## src/rtl/layer8_pkg.sv

```systemverilog
// Shared widths, writeback FSM states and saturation limits for the layer-8 output stage.
// The optional skip-connection add is selected by the L8_SKIP_ADD_EN macro (see layer8_acc_writeback).
package layer8_pkg;

    localparam int PSUM_W_DEF = 32;
    localparam int DATA_W_DEF = 16;
    localparam int ADDR_W_DEF = 10;
    localparam int FRAC_W_DEF = 8;

    typedef enum logic [2:0] {
        ST_IDLE      = 3'd0,
        ST_SKIP_RD   = 3'd1,
        ST_SKIP_WAIT = 3'd2,
        ST_CALC      = 3'd3,
        ST_WRITE     = 3'd4
    } wb_state_t;

    // Signed saturation limits for a w-bit two's-complement result, held in 64 bits.
    function automatic logic signed [63:0] sat_max(input int w);
        return (64'sd1 <<< (w - 1)) - 64'sd1;
    endfunction

    function automatic logic signed [63:0] sat_min(input int w);
        return -(64'sd1 <<< (w - 1));
    endfunction

    localparam logic signed [63:0] SAT_MAX_DEF = sat_max(DATA_W_DEF);
    localparam logic signed [63:0] SAT_MIN_DEF = sat_min(DATA_W_DEF);

endpackage

```

## src/rtl/layer8_sat_relu.sv

```systemverilog
// Combinational post-processing: arithmetic shift, skip add, saturate to DATA_W, then ReLU.
// ovf flags a clamp; ReLU zeroing on its own is not an overflow.
module layer8_sat_relu
    import layer8_pkg::*;
#(
    parameter int PSUM_W = PSUM_W_DEF,
    parameter int DATA_W = DATA_W_DEF,
    parameter int FRAC_W = FRAC_W_DEF
) (
    input  logic signed [PSUM_W-1:0] acc_final,
    input  logic signed [DATA_W-1:0] skip,
    output logic        [DATA_W-1:0] result,
    output logic                     ovf
);

    localparam logic signed [63:0] MAX64 = sat_max(DATA_W);
    localparam logic signed [63:0] MIN64 = sat_min(DATA_W);

    logic signed [PSUM_W-1:0] shifted;
    logic signed [63:0]       sum;

    // The sum is formed in 64 bits so the skip add itself can never wrap.
    always_comb begin
        shifted = acc_final >>> FRAC_W;
        sum     = {{(64-PSUM_W){shifted[PSUM_W-1]}}, shifted}
                + {{(64-DATA_W){skip[DATA_W-1]}}, skip};
        ovf     = 1'b0;
        if (sum > MAX64) begin
            result = MAX64[DATA_W-1:0];
            ovf    = 1'b1;
        end else if (sum < MIN64) begin
            result = MIN64[DATA_W-1:0];
            ovf    = 1'b1;
        end else begin
            result = sum[DATA_W-1:0];
        end
        if (result[DATA_W-1]) begin
            result = '0;
        end
    end

endmodule

```

## src/rtl/layer8_acc_writeback.sv

```systemverilog
// Layer-8 output stage: accumulates partial sums per pixel, then post-processes and writes BRAM2.
// Define L8_SKIP_ADD_EN to include the skip-connection read and add; otherwise the skip path is absent.
module layer8_acc_writeback
    import layer8_pkg::*;
#(
    parameter int PSUM_W = PSUM_W_DEF,
    parameter int DATA_W = DATA_W_DEF,
    parameter int ADDR_W = ADDR_W_DEF,
    parameter int FRAC_W = FRAC_W_DEF
) (
    input  logic                     clk,
    input  logic                     rst,
    input  logic                     psum_valid,
    input  logic signed [PSUM_W-1:0] psum_data,
    input  logic                     load,
    input  logic        [ADDR_W-1:0] wr_addr_in,
    input  logic        [ADDR_W-1:0] skip_addr_in,
    output logic                     skip_rd_en,
    output logic        [ADDR_W-1:0] skip_rd_addr,
    input  logic signed [DATA_W-1:0] skip_rd_data,
    output logic                     out_we,
    output logic        [ADDR_W-1:0] out_addr,
    output logic        [DATA_W-1:0] out_data,
    output logic                     busy,
    output logic                     ovf_flag,
    output logic                     overrun_err
);

    wb_state_t                state;
    wb_state_t                state_next;
    logic signed [PSUM_W-1:0] acc;
    logic signed [PSUM_W-1:0] acc_final;
    logic signed [PSUM_W-1:0] fin_q;
    logic        [ADDR_W-1:0] waddr_q;
    logic signed [DATA_W-1:0] skip_term;
    logic        [DATA_W-1:0] sr_result;
    logic                     sr_ovf;
    logic                     load_acc;
    logic                     accept;
    logic                     calc_now;

    assign acc_final = acc + psum_data;
    assign load_acc  = psum_valid & load;
    assign accept    = load_acc & ~busy;
    assign calc_now  = (state == ST_SKIP_WAIT) || (state == ST_CALC);

`ifdef L8_SKIP_ADD_EN
    assign skip_term = skip_rd_data;
`else
    logic unused_skip;
    assign unused_skip = ^{skip_rd_data, skip_addr_in};
    assign skip_term   = '0;
`endif

    always_comb begin
        state_next = state;
        case (state)
            ST_IDLE: begin
                if (accept) begin
`ifdef L8_SKIP_ADD_EN
                    state_next = ST_SKIP_RD;
`else
                    state_next = ST_CALC;
`endif
                end
            end
            ST_SKIP_RD:   state_next = ST_SKIP_WAIT;
            ST_SKIP_WAIT: state_next = ST_WRITE;
            ST_CALC:      state_next = ST_WRITE;
            ST_WRITE:     state_next = ST_IDLE;
            default:      state_next = ST_IDLE;
        endcase
    end

    layer8_sat_relu #(
        .PSUM_W (PSUM_W),
        .DATA_W (DATA_W),
        .FRAC_W (FRAC_W)
    ) u_sat_relu (
        .acc_final (fin_q),
        .skip      (skip_term),
        .result    (sr_result),
        .ovf       (sr_ovf)
    );

    // Outputs are registered from next-state so each strobe lines up with its state.
    always_ff @(posedge clk) begin
        if (!rst) begin
            state       <= ST_IDLE;
            busy        <= 1'b0;
            acc         <= '0;
            fin_q       <= '0;
            waddr_q     <= '0;
            out_we      <= 1'b0;
            out_addr    <= '0;
            out_data    <= '0;
            ovf_flag    <= 1'b0;
            overrun_err <= 1'b0;
        end else begin
            state <= state_next;
            busy  <= (state_next != ST_IDLE);
            if (psum_valid) begin
                acc <= load ? '0 : acc_final;
            end
            if (accept) begin
                fin_q   <= acc_final;
                waddr_q <= wr_addr_in;
            end
            // A load while busy still clears acc above but its final value is dropped.
            if (load_acc && busy) begin
                overrun_err <= 1'b1;
            end
            out_we   <= calc_now;
            out_addr <= calc_now ? waddr_q : '0;
            out_data <= calc_now ? sr_result : '0;
            if (calc_now && sr_ovf) begin
                ovf_flag <= 1'b1;
            end
        end
    end

`ifdef L8_SKIP_ADD_EN
    always_ff @(posedge clk) begin
        if (!rst) begin
            skip_rd_en   <= 1'b0;
            skip_rd_addr <= '0;
        end else begin
            skip_rd_en   <= (state_next == ST_SKIP_RD);
            skip_rd_addr <= (state_next == ST_SKIP_RD) ? skip_addr_in : '0;
        end
    end
`else
    assign skip_rd_en   = 1'b0;
    assign skip_rd_addr = '0;
`endif

endmodule

```

## config.mk

```make
export PLATFORM = sky130hd
export DESIGN_NAME = layer8_acc_writeback
export DESIGN_NICKNAME = d
export VERILOG_FILES = /design/src/rtl/layer8_pkg.sv /design/src/rtl/layer8_sat_relu.sv /design/src/rtl/layer8_acc_writeback.sv
export SDC_FILE = /design/constraint.sdc
export NUM_CORES = 1
export LEC_CHECK = 0
export ABC_AREA = 1
export CORE_ASPECT_RATIO = 1.2
export CORE_MARGIN = 2
export CORE_UTILIZATION = 45
export CTS_BUF_LIST = sky130_fd_sc_hd__clkbuf_4
export CTS_CLUSTER_SIZE = 14
export DETAILED_ROUTE_END_ITERATION = 12
export PLACE_DENSITY = 0.71
export SETUP_SLACK_MARGIN = 0.02
export SLEW_MARGIN = 20
export SYNTH_ARGS = -nofsm -noshare
export SYNTH_HDL_FRONTEND = slang
export SYNTH_SLANG_ARGS = --single-unit
```

## constraint.sdc

```tcl
create_clock -name clk -period 6.1 [get_ports clk]
set_input_delay 1.83 -clock clk [delete_from_list [all_inputs] [get_ports clk]]
set_output_delay 1.83 -clock clk [all_outputs]
set_load 0.03 [all_outputs]
```

======== Yosys cells after proc, flatten, opt, wreduce, memory -nomap -nowiden ========
Index checks and enable logic that the tools add are counted.
cells by class
  order comparisons ....................... 2
  equal/unequal tests ..................... 3
  add/sub/neg operators ................... 1
  divide/modulo/power cells ............... 0
  shift-type cells ........................ 0
  multiplexer cells ....................... 7
  multipliers ............................. 0
  reduce and logical (&&, ||, !) cells .... 8
  bitwise gates (word level) .............. 5
operator list
  cell                  count
  $add 32x32->32        1
  $mux 16               2
  $mux 32               1
  $gt 24x16->1 const B  1
  $lt 24x16->1 const B  1
  $pmux 3 s3            1
  $eq 3x2->1 const B    2
  $eq 3x1->1 const B    1
  $logic_not 3->1       1
  $mux 3                1
  $not 1->1             3
  $reduce_bool 3->1     1
  $reduce_or 3->1       1
  $and 1x1->1           2
  $logic_and 1x1->1     2
  $mux 1                2
  $reduce_and 2->1      1
  $reduce_or 2->1       1
  $logic_or 1x1->1      1
storage, ports and cells
  output and inout bits ................... 41
  word-level logic and storage cells ...... 37
  memories kept ........................... 0
  memory bits (read-only) ................. 0
  bits of input ports ..................... 72
  memory bits (writable) .................. 0
  latch bits .............................. 0
  register bits after elaboration ......... 107

======== Depth between registers and ports, before layout ========
Gate-level depths: netlist of the first run.
  depth in word-level cells ............... 5
  depth in mapped cells ................... 15
  mapped depth without buffers ............ 15

======== Modules after synthesis ========
Synthesis of the first run repeated with hierarchy kept, for this count alone.
unflattened totals
  cells, all modules ...................... 1363
  area, all modules ....................... 8205.4 µm²
modules (own cells, without submodules)
  module                cells each  area an instance (µm²)  sequential area each (µm²)  times used
  layer8_acc_writeback  965         6129.6                  2142.1                      1
  layer8_sat_relu       398         2075.7                  0.0                         1

======== Worst setup path after synthesis of the first run ========
Ideal clock, no wire load.
  kind .................................... input -> register
  start point ............................. input psum_data[0]
  end point ............................... register acc[16]
  stages .................................. 13
  setup slack ............................. 2.811 ns
  library setup time ...................... 0.070 ns
  buffers on the path ..................... 0
  arrival time ............................ 3.219 ns
  required time ........................... 6.030 ns
  cells stage by stage .................... ha_1 inv_1 fa_1 inv_1 nand3_1 nand3_1 nand2_1 nand2_2 nand2_1 nand2_1 xor2_1 nand2_1 a21oi_1
between the ends
  longest elaborated chain between the ends .. 2
ends and longest elaborated chain
  what                  line                         text
  start, declared       layer8_acc_writeback.sv:14   input logic signed [PSUM_W-1:0] psum_data,
  $add 32x32->32        layer8_acc_writeback.sv:42   assign acc_final = acc + psum_data;
  $mux 32               layer8_acc_writeback.sv:103  acc <= load ? '0 : acc_final;
  end signal, assigned  layer8_acc_writeback.sv:103
  end, declared         layer8_acc_writeback.sv:31   logic signed [PSUM_W-1:0] acc;
No other way between the ends.
A chain may end at the register's enable or synchronous reset.

======== Final worst setup path of the first run ========
  start point ............................. input psum_data[0]
  end point ............................... register fin_q[28]
between the ends
  longest elaborated chain between the ends .. 1
ends and longest elaborated chain
  what                  line                         text
  $add 32x32->32        layer8_acc_writeback.sv:42
  end signal, assigned  layer8_acc_writeback.sv:106  fin_q <= acc_final;
  end, declared         layer8_acc_writeback.sv:33   logic signed [PSUM_W-1:0] fin_q;
No other way between the ends.

==> results by group, run 1 <==
Critical path
  – CP Launch Type: primary input
  – Delay-heaviest family, CP: simple AND/OR/NAND/NOR gates
  – CP endpoint kind: flop
  – Most frequent CP cell: nand2_1
  – Slowest cell delay on critical path: about 0.46 ns
  – CP Buf/Inv Count: 4
  – Setup slack on the worst flop-to-flop path: roughly 3.9 ns
  – Worst-path fanout max: 5
  – CP arrival: 3.99 ns
  – CP max stage cell: clkdlybuf4s50_1
  – Crit path kind: in -> reg
  – WP data required: about 6.5 ns
  – Crit-path cells: clkdlybuf4s50_1, ha_1, inv_1, fa_1, inv_1, nand3_1, nand3_1, nand3_1, nand3_2, nand2_1, nand2_1, nand2_1, nand2_1, nand2_1, nand2_1, inv_1

Job
  – Max-cap violations: 0

STA
  – Slew HR: 0.310
  – Max-slew violations: 0
  – Sum of negative setup slack: 0 ns
  – Fmax: between 200 and 300 MHz
  – Unrepaired setup endpoints after global routing: no
  – Worst setup slack after layout: 2.47 ns
  – Fin Clk Skew: roughly 0.021 ns
  – Tightest Pin Transition: about 1.0 ns
  – Tmin final: about 3.6 ns
  – Final period util: 0.595
  – Setup-failing EPs final: 0
  – Final Hold Fails: 0
  – Worst hold margin: 0.425 ns

Route
  – ANT nets after route: 0
  – WL per Instance: 11.7 um
  – Vias per Instance: between 4 and 5
  – Vias: about 5.4k
  – TritonRoute pass-1 iters: 5
  – Drt total wl: about 14 mm
  – Initial detailed-routing violation count: 266
  – DRC violations left: 0

Floorplanning
  – Die H: ~130 um
  – Core area: about 0.013 mm2
  – IO Count: 113
  – Starting Density: 0.461
  – Die width: roughly 110 um
  – Placement Rows: 45
  – DIE AREA: about 0.014 mm2

Status
  – Status: finished clean

Synthesis
  – Top cell type's share of synthesized area: 0.337
  – Leading area contributor after synthesis: dfxtp_1
  – FF+latch count, synth: between 90 and 100
  – YS warnings: 0
  – Post-Syn Area: 0.00581 mm2
  – Avg Cell Area, Syn: roughly 6.2 um2
  – Register area share after synthesis: 0.337
  – Synth top area cells: dfxtp_1 (34%), nand2_1 (20%), inv_1 (12%)
  – Mapped Cells: roughly 930
  – Post-synth cell types: 29

GRT
  – GRT Util Overall: 0.206
  – Vias in the first global route: roughly 5k
  – Largest net degree at the start of global routing: 60
  – First-pass GRT wire length: about 23 mm
  – Remaining Overflow, GRT: 0
  – Initial antenna violation count: 0

Layout
  – Final nets: around 1.1k
  – Sequential Area: a little under 0.002 mm2
  – Number of antenna diodes: 0
  – # fillers: approximately 1.3k
  – Share of cells above drive strength 1: 0.0370
  – Area of the multi-input gates: roughly 0.003 mm2
  – Final Cell Area: between 0.006 and 0.007 mm2
  – Area Overhead vs Synth: 16.9%
  – Final Core Density: 0.539
  – Commonest non-fill, non-tap cell in the layout: nand2_1
  – Most frequent cells in the layout: nand2_1 (310), inv_1 (187), a21oi_1 (105)

Clock tree
  – Cts bufs inserted: 9
  – H-tree Lvls: 3
  – Clk root buf: clkbuf_4
  – Maximum clock path buffer count: 2
  – CTS tree: yes
  – Clk Latency, worst-skew pair: approximately 0.46 ns
  – Setup bufs post-CTS: 0
  – CTS Hold Buffers Added: 0
  – Clock net sink count: 98
  – Post_cts resized: 0
  – Clk slew on worst S/H paths: between 0.1 and 0.15 ns

Pwr
  – Static Leak: roughly 3.6 nW
  – Power Density: about 210 mW/mm2
  – Worst vdd ir: between 0.1 and 0.15 mV

Place
  – GPL Wtd Cong: 0.911
  – Port Buffer Count: 74
  – DP HPWL: roughly 11 mm
  – Post-Place Worst Slack: ~2.0 ns
  – Placed Area: 0.00663 mm2

Min path
  – Hold crit path type: reg -> reg
## worst register-to-register path, cell delays in order, from the launching register on
cell and delay, ns:
dfxtp_1 0.36, ha_1 0.17, inv_1 0.05, fa_1 0.35, inv_1 0.13, nand3_1 0.08, nand3_1 0.15, nand3_1 0.11
nand3_2 0.13, nand2_1 0.12, nand2_1 0.08, nand2_1 0.06, nand2_1 0.10, nand2_1 0.06, nand2_1 0.07, inv_1 0.04
## final timing paths
| path | start | to | cells after the start |
|---|---|---|---|
| worst min register to register | state[0]$_SDFF_PN0_ | state[0]$_SDFF_PN0_ | 1 |
| worst min-delay path | state[0]$_SDFF_PN0_ | state[0]$_SDFF_PN0_ | 1 |
| worst max register to register | acc[0]$_SDFFE_PN0P_ | fin_q[28]$_SDFFE_PN0P_ | 15 |
| worst max-delay path | psum_data[0] | fin_q[28]$_SDFFE_PN0P_ | 16 |
## flip-flops by register name, indices dropped and copies added (netlist names)
name,cells
acc,32
fin_q,24
out_data,15
out_addr,10
waddr_q,10
state,3
busy,1
out_we,1
overrun_err,1
ovf_flag,1
## metrics by stage
stage                     std cells  power, W
final                          1165   0.00142
after global routing           1165   0.00151
after CTS                      1165   0.00143
after floorplan                 944  0.000944
after detailed placement       1150   0.00104
after global placement         1150   0.00104
## where the power goes
part | internal (W) | total (W) | leakage, nW | switching, W
logic | 0.000122 | 0.000337 | 2.71 | 0.000216
registers | 0.000677 | 0.000691 | 0.801 | 0.0000142
clock network | 0.000167 | 0.000391 | 0.0844 | 0.000224
total | 0.000965 | 0.00142 | 3.60 | 0.000454
## logic make-up (layout without fill, tap and decap cells)
family,after synthesis,after routing,synth area share
DFF,98,98,0.337
adders and majority gates,32,32,0.0702
buffers and inverters,224,281,0.154
and+or+nand+nor,428,428,0.300
xor gates and xnor gates,10,10,0.0151
AOI/OAI and AO/OA,140,140,0.123
other,1,12,0.000645
## cells in the mapped netlist (all sizes together)
| library cell | number |
|---|---|
| nand2 | 316 |
| inv | 190 |
| a21oi | 105 |
| dfxtp | 98 |
| nor2 | 59 |
| nand3 | 39 |
| ha | 31 |
| o21ai | 30 |
| buf | 18 |
| clkbuf | 16 |
| xor2 | 9 |
| nand4 | 5 |
| nand3b | 3 |
| nor3 | 3 |
| a21o | 2 |
| o21bai | 2 |
| a2bb2oi | 1 |
| and2 | 1 |
| conb | 1 |
| fa | 1 |
| nor4 | 1 |
| or2 | 1 |
| xnor2 | 1 |
## cell type report
class                   count  area share
clock buffers               9     0.00994
clock inverters             6      0.0133
flip-flops and latches     98       0.289
inverters                 190       0.105
repair buffers             76       0.111
multi-input cells         622       0.442
well taps                 164      0.0302
## routing by layer
metal	global-route usage	wire [um]	vias up
li1	-	-	2948
met1	0.250	6200	2350
met4	0.0664	318	0
met2	0.368	6550	127
met3	0.0365	619	23
met5	0	0	-
(Power assumes the default switching activity.)
==> inputs of run 2 (changes only) <==
--- a/config.mk
+++ b/config.mk
@@ -12,7 +12,7 @@
 export CTS_BUF_LIST = sky130_fd_sc_hd__clkbuf_4
 export CTS_CLUSTER_SIZE = 14
 export DETAILED_ROUTE_END_ITERATION = 12
-export PLACE_DENSITY = 0.71
+export PLACE_DENSITY = 0.74
 export SETUP_SLACK_MARGIN = 0.02
 export SLEW_MARGIN = 20
 export SYNTH_ARGS = -nofsm -noshare
==> constraint.sdc (replaced) <==
create_clock -name clk -period 2.9 [get_ports clk]
set_input_delay 0.87 -clock clk [delete_from_list [all_inputs] [get_ports clk]]
set_output_delay 0.87 -clock clk [all_outputs]
set_load 0.03 [all_outputs]
==> results by group, run 2 (synthesis results as in run 1) <==
Critical path
  – WP data required: 3.31 ns
  – Worst-path fanout max: 4
  – Slowest cell delay on critical path: ~0.46 ns
  – CP Buf/Inv Count: 3
  – Most frequent CP cell: nand2_1
  – Crit-path cells: clkdlybuf4s50_1, ha_1, inv_1, fa_1, inv_1, nand3_1, nand3_1, nand2_1, nand2_2, nand2_1, nand2_1, xor2_1, nand2_1, a21oi_1
  – CP max stage cell: clkdlybuf4s50_1
  – Delay-heaviest family, CP: buffers and inverters
  – Crit path kind: in -> reg
  – CP arrival: around 3.0 ns
  – CP Launch Type: primary input
  – CP endpoint kind: flop

Clock tree
  – CTS Hold Buffers Added: 0
  – Post_cts resized: 0
  – Maximum clock path buffer count: 2
  – Clk root buf: clkbuf_4
  – Clock net sink count: 98
  – CTS tree: yes
  – H-tree Lvls: 3
  – Clk Latency, worst-skew pair: around 0.47 ns
  – Cts bufs inserted: 9
  – Clk slew on worst S/H paths: ~0.15 ns
  – Setup bufs post-CTS: 0

Status
  – Status: finished clean

Layout
  – Largest register FFs: 32
  – Final nets: 1126
  – Area of the multi-input gates: between 0.002 and 0.003 mm2
  – Final Cell Area: around 0.0070 mm2
  – Most frequent cells in the layout: nand2_1 (310), inv_1 (187), a21oi_1 (105)
  – Largest regs: acc (32), fin_q (24), out_data (15)
  – Commonest non-fill, non-tap cell in the layout: nand2_1
  – Share of cells above drive strength 1: 0.0604
  – Biggest register: acc
  – Area Overhead vs Synth: 19.6%
  – # fillers: between 1k and 1.5k
  – Sequential Area: 0.00196 mm2

Route
  – Drt total wl: between 10 and 15 mm
  – TritonRoute pass-1 iters: 6
  – DRC violations left: 0
  – WL per Instance: 11.5 um
  – Initial detailed-routing violation count: about 260
  – Vias per Instance: about 4.6
  – Vias: between 5k and 6k
  – ANT nets after route: 0

GRT
  – Initial antenna violation count: 1
  – Vias in the first global route: 5172
  – Remaining Overflow, GRT: 0
  – Met2 usage: 0.362
  – Routing usage on met1: 0.247
  – GR peak layer: met2
  – First-pass GRT wire length: about 23 mm
  – GRT Util Overall: 0.206
  – Met3 usage: 0.0339
  – Largest net degree at the start of global routing: 33

Place
  – Port Buffer Count: 74
  – Placed Area: 0.00683 mm2
  – GPL Wtd Cong: roughly 0.9
  – DP HPWL: ~11 mm

Floorplanning
  – Core area: around 0.013 mm2
  – Die width: roughly 110 um
  – DIE AREA: between 0.01 and 0.015 mm2
  – IO Count: ~110
  – Die H: 129 um
  – Starting Density: 0.461
  – Placement Rows: 45

Pwr
  – Reg power frac: 0.507
  – Worst vdd ir: 0.201 mV
  – Sw Ratio: 0.338
  – Pwr Total: roughly 0.0029 W
  – Sw power: between 0.0009 and 0.001 W
  – Clk pwr share: 0.233
  – Cell Int Power: ~0.0019 W
  – Static Leak: roughly 3.7 nW
  – Power Density: between 400 and 500 mW/mm2
  – Gate power share: 0.260

STA
  – Fin Clk Skew: ~0.013 ns
  – Tightest Pin Transition: 0.515 ns
  – Max-slew violations: 0
  – Unrepaired setup endpoints after global routing: no
  – Final period util: 0.878
  – Slew HR: 0.656
  – Fmax: 393 MHz
  – Final Hold Fails: 0
  – Tmin final: ~2.5 ns
  – Setup-failing EPs final: 0

Min path
  – Hold crit path type: reg -> reg

Job
  – Max-cap violations: 0
## run 2: layout make-up
cell class / instances / area share
clock buffers: 10 / 0.0108
flip-flops and latches: 98 / 0.282
well taps: 164 / 0.0295
diodes: 1 / 0.000360
repair buffers: 101 / 0.137
inverters: 190 / 0.103
multi-input cells: 622 / 0.431
clock inverters: 6 / 0.00594
## run 2: path summary, 6_finish.rpt
check	end	slack (ns)	depth (start not counted)	startpoint
max	acc[16]$_SDFFE_PN0P_	0.35	14	psum_data[0]
min	state[0]$_SDFF_PN0_	0.42	1	state[0]$_SDFF_PN0_
max reg2reg	acc[16]$_SDFFE_PN0P_	0.86	13	acc[0]$_SDFFE_PN0P_
min reg2reg	state[0]$_SDFF_PN0_	0.42	1	state[0]$_SDFF_PN0_
## run 2: power groups by stage
stage	Clock, W	Sequential, W	Combinational, W
CTS	0.000693	0.00145	0.000746
floorplan	0	0.00150	0.000485
global placement	0	0.00148	0.000734
detailed placement	0	0.00148	0.000742
global route	0.000744	0.00146	0.000840
finish	0.000669	0.00145	0.000745
## run 2: stage by stage
step / utilization / cells / hold slack [ns] / setup TNS [ns] / setup WS, ns
2_1_floorplan: - / 944 / 0.394 / 0 / 0.571
3_3_place_gp: 0.542 / 1175 / 0.401 / -0.927 / -0.100
3_5_place_dp: 0.542 / 1175 / 0.406 / -1.81 / -0.132
4_1_cts: 0.551 / 1191 / 0.426 / 0 / 0.360
5_1_grt: 0.551 / 1192 / 0.460 / 0 / 0.183
6_report: 0.551 / 1192 / 0.423 / 0 / 0.353
## run 2: metal layers
layer	share of wire	vias up
li1	-	2996
met5	0	-
met3	0.042	30
met1	0.45	2392
met2	0.47	116
met4	0.030	0
==> inputs of run 3 (changes only) <==
--- a/config.mk
+++ b/config.mk
@@ -9,7 +9,7 @@
 export CORE_ASPECT_RATIO = 1.2
 export CORE_MARGIN = 2
 export CORE_UTILIZATION = 45
-export CTS_BUF_LIST = sky130_fd_sc_hd__clkbuf_4
+export CTS_BUF_LIST = sky130_fd_sc_hd__clkbuf_8
 export CTS_CLUSTER_SIZE = 14
 export DETAILED_ROUTE_END_ITERATION = 12
 export PLACE_DENSITY = 0.74
==> results by group, run 3 (synthesis results as in run 1) <==
Pwr
  – Static Leak: around 3.7 nW
  – Power Density: approximately 430 mW/mm2
  – Pwr Total: slightly above 0.003 W
  – Worst vdd ir: approximately 0.21 mV

Layout
  – Largest regs: acc (32), fin_q (24), out_data (15)
  – Biggest register: acc
  – Sequential Area: between 0.0015 and 0.002 mm2
  – Number of antenna diodes: 0
  – Area Overhead vs Synth: 20.6%
  – Non-Filler Instances: around 1.2k
  – Share of cells above drive strength 1: 0.0604
  – Final Cell Area: between 0.007 and 0.008 mm2
  – Commonest non-fill, non-tap cell in the layout: nand2_1
  – Largest register FFs: 32
  – # fillers: around 1.3k
  – Most frequent cells in the layout: nand2_1 (310), inv_1 (188), a21oi_1 (105)
  – Final nets: ~1.1k
  – Area of the multi-input gates: between 0.002 and 0.003 mm2

Clock tree
  – Clk slew on worst S/H paths: around 0.10 ns
  – Setup bufs post-CTS: 0
  – CTS Hold Buffers Added: 0
  – H-tree Lvls: 3
  – Cts bufs inserted: 9
  – Clk Latency, worst-skew pair: 0.38 ns
  – Post_cts resized: 0
  – CTS tree: yes
  – Maximum clock path buffer count: 2
  – Clock net sink count: 98
  – Clk root buf: clkbuf_8

Floorplanning
  – Starting Density: 0.461
  – Die H: around 130 um
  – Die width: roughly 110 um
  – IO Count: around 110
  – Core area: around 0.013 mm2
  – Placement Rows: 45
  – DIE AREA: approximately 0.014 mm2

Place
  – Port Buffer Count: between 70 and 80
  – GPL Wtd Cong: 0.922
  – Inst Count DP: between 1k and 1.5k
  – Placed Area: about 0.0068 mm2
  – DP HPWL: between 10 and 15 mm
  – Post-Place Worst Slack: -0.132 ns

STA
  – Unrepaired setup endpoints after global routing: no
  – Setup-failing EPs final: 0
  – Final Hold Fails: 0
  – Final period util: 0.914
  – Slew HR: 0.657
  – Max-slew violations: 0
  – Fin Clk Skew: roughly 0.010 ns
  – Fmax: between 300 and 400 MHz
  – Tmin final: ~2.7 ns
  – Worst setup slack after layout: approximately 0.25 ns
  – Tightest Pin Transition: approximately 0.5 ns

Route
  – Vias: roughly 5.5k
  – Vias per Instance: approximately 4.6
  – Initial detailed-routing violation count: 223
  – Drt total wl: around 14 mm
  – WL per Instance: between 10 and 15 um
  – ANT nets after route: 0
  – TritonRoute pass-1 iters: 5
  – DRC violations left: 0

GRT
  – Remaining Overflow, GRT: 0
  – GRT Util Overall: 0.206
  – Largest net degree at the start of global routing: 33
  – Initial antenna violation count: 0
  – Vias in the first global route: approximately 5.2k
  – First-pass GRT wire length: roughly 23 mm

Min path
  – Hold crit path type: reg -> reg

Critical path
  – WP data required: around 3.2 ns
  – CP endpoint kind: flop
  – Crit path kind: in -> reg
  – Setup slack on the worst flop-to-flop path: about 0.87 ns
  – Worst-path fanout max: 4
  – CP arrival: about 2.9 ns
  – CP Launch Type: primary input

Job
  – Max-cap violations: 0

Status
  – Status: finished clean
## run 3: per-layer routing
metal,track usage,share of wire,up-vias
met5,0,0,-
li1,-,-,2990
met4,0.0920,0.030,0
met2,0.366,0.47,103
met1,0.246,0.45,2384
met3,0.0294,0.043,29
## run 3: final timing paths
kind	start	endpoint	cells past startpoint
worst min-delay path	state[0]$_SDFF_PN0_	state[0]$_SDFF_PN0_	1
worst max-delay path	psum_data[0]	fin_q[28]$_SDFFE_PN0P_	16
worst max register to register	acc[0]$_SDFFE_PN0P_	fin_q[28]$_SDFFE_PN0P_	15
worst min register to register	state[0]$_SDFF_PN0_	state[0]$_SDFF_PN0_	1
## run 3: power breakdown
group	internal [W]	switching [W]	total [W]
sequential	0.00142	0.0000300	0.00145
clock	0.000336	0.000501	0.000837
combinational	0.000287	0.000457	0.000745
## run 3: stage by stage
step / hold WS (ns) / util / setup TNS [ns]
floorplan: 0.394 / - / 0
global placement: 0.401 / 0.542 / -0.927
detailed placement: 0.406 / 0.542 / -1.81
CTS: 0.420 / 0.556 / 0
global route: 0.454 / 0.556 / 0
finish: 0.418 / 0.556 / 0
## run 3: critical path, stage by stage
cell	delay, ns
clkdlybuf4s50_1	0.46
ha_1	0.16
inv_1	0.05
fa_1	0.35
inv_1	0.12
nand3_1	0.08
nand3_1	0.12
nand3_1	0.10
nand3_2	0.12
nand2_1	0.12
nand2_1	0.09
nand2_1	0.06
nand2_1	0.09
nand2_1	0.05
nand2_1	0.05
inv_1	0.03
## run 3: cell type report
| cell class | instances | share of cell area |
|---|---|---|
| inverters | 190 | 0.102 |
| clock buffers | 10 | 0.0196 |
| well taps | 164 | 0.0293 |
| repair buffers | 101 | 0.136 |
| flip-flops and latches | 98 | 0.280 |
| multi-input cells | 622 | 0.427 |
| clock inverters | 6 | 0.00589 |
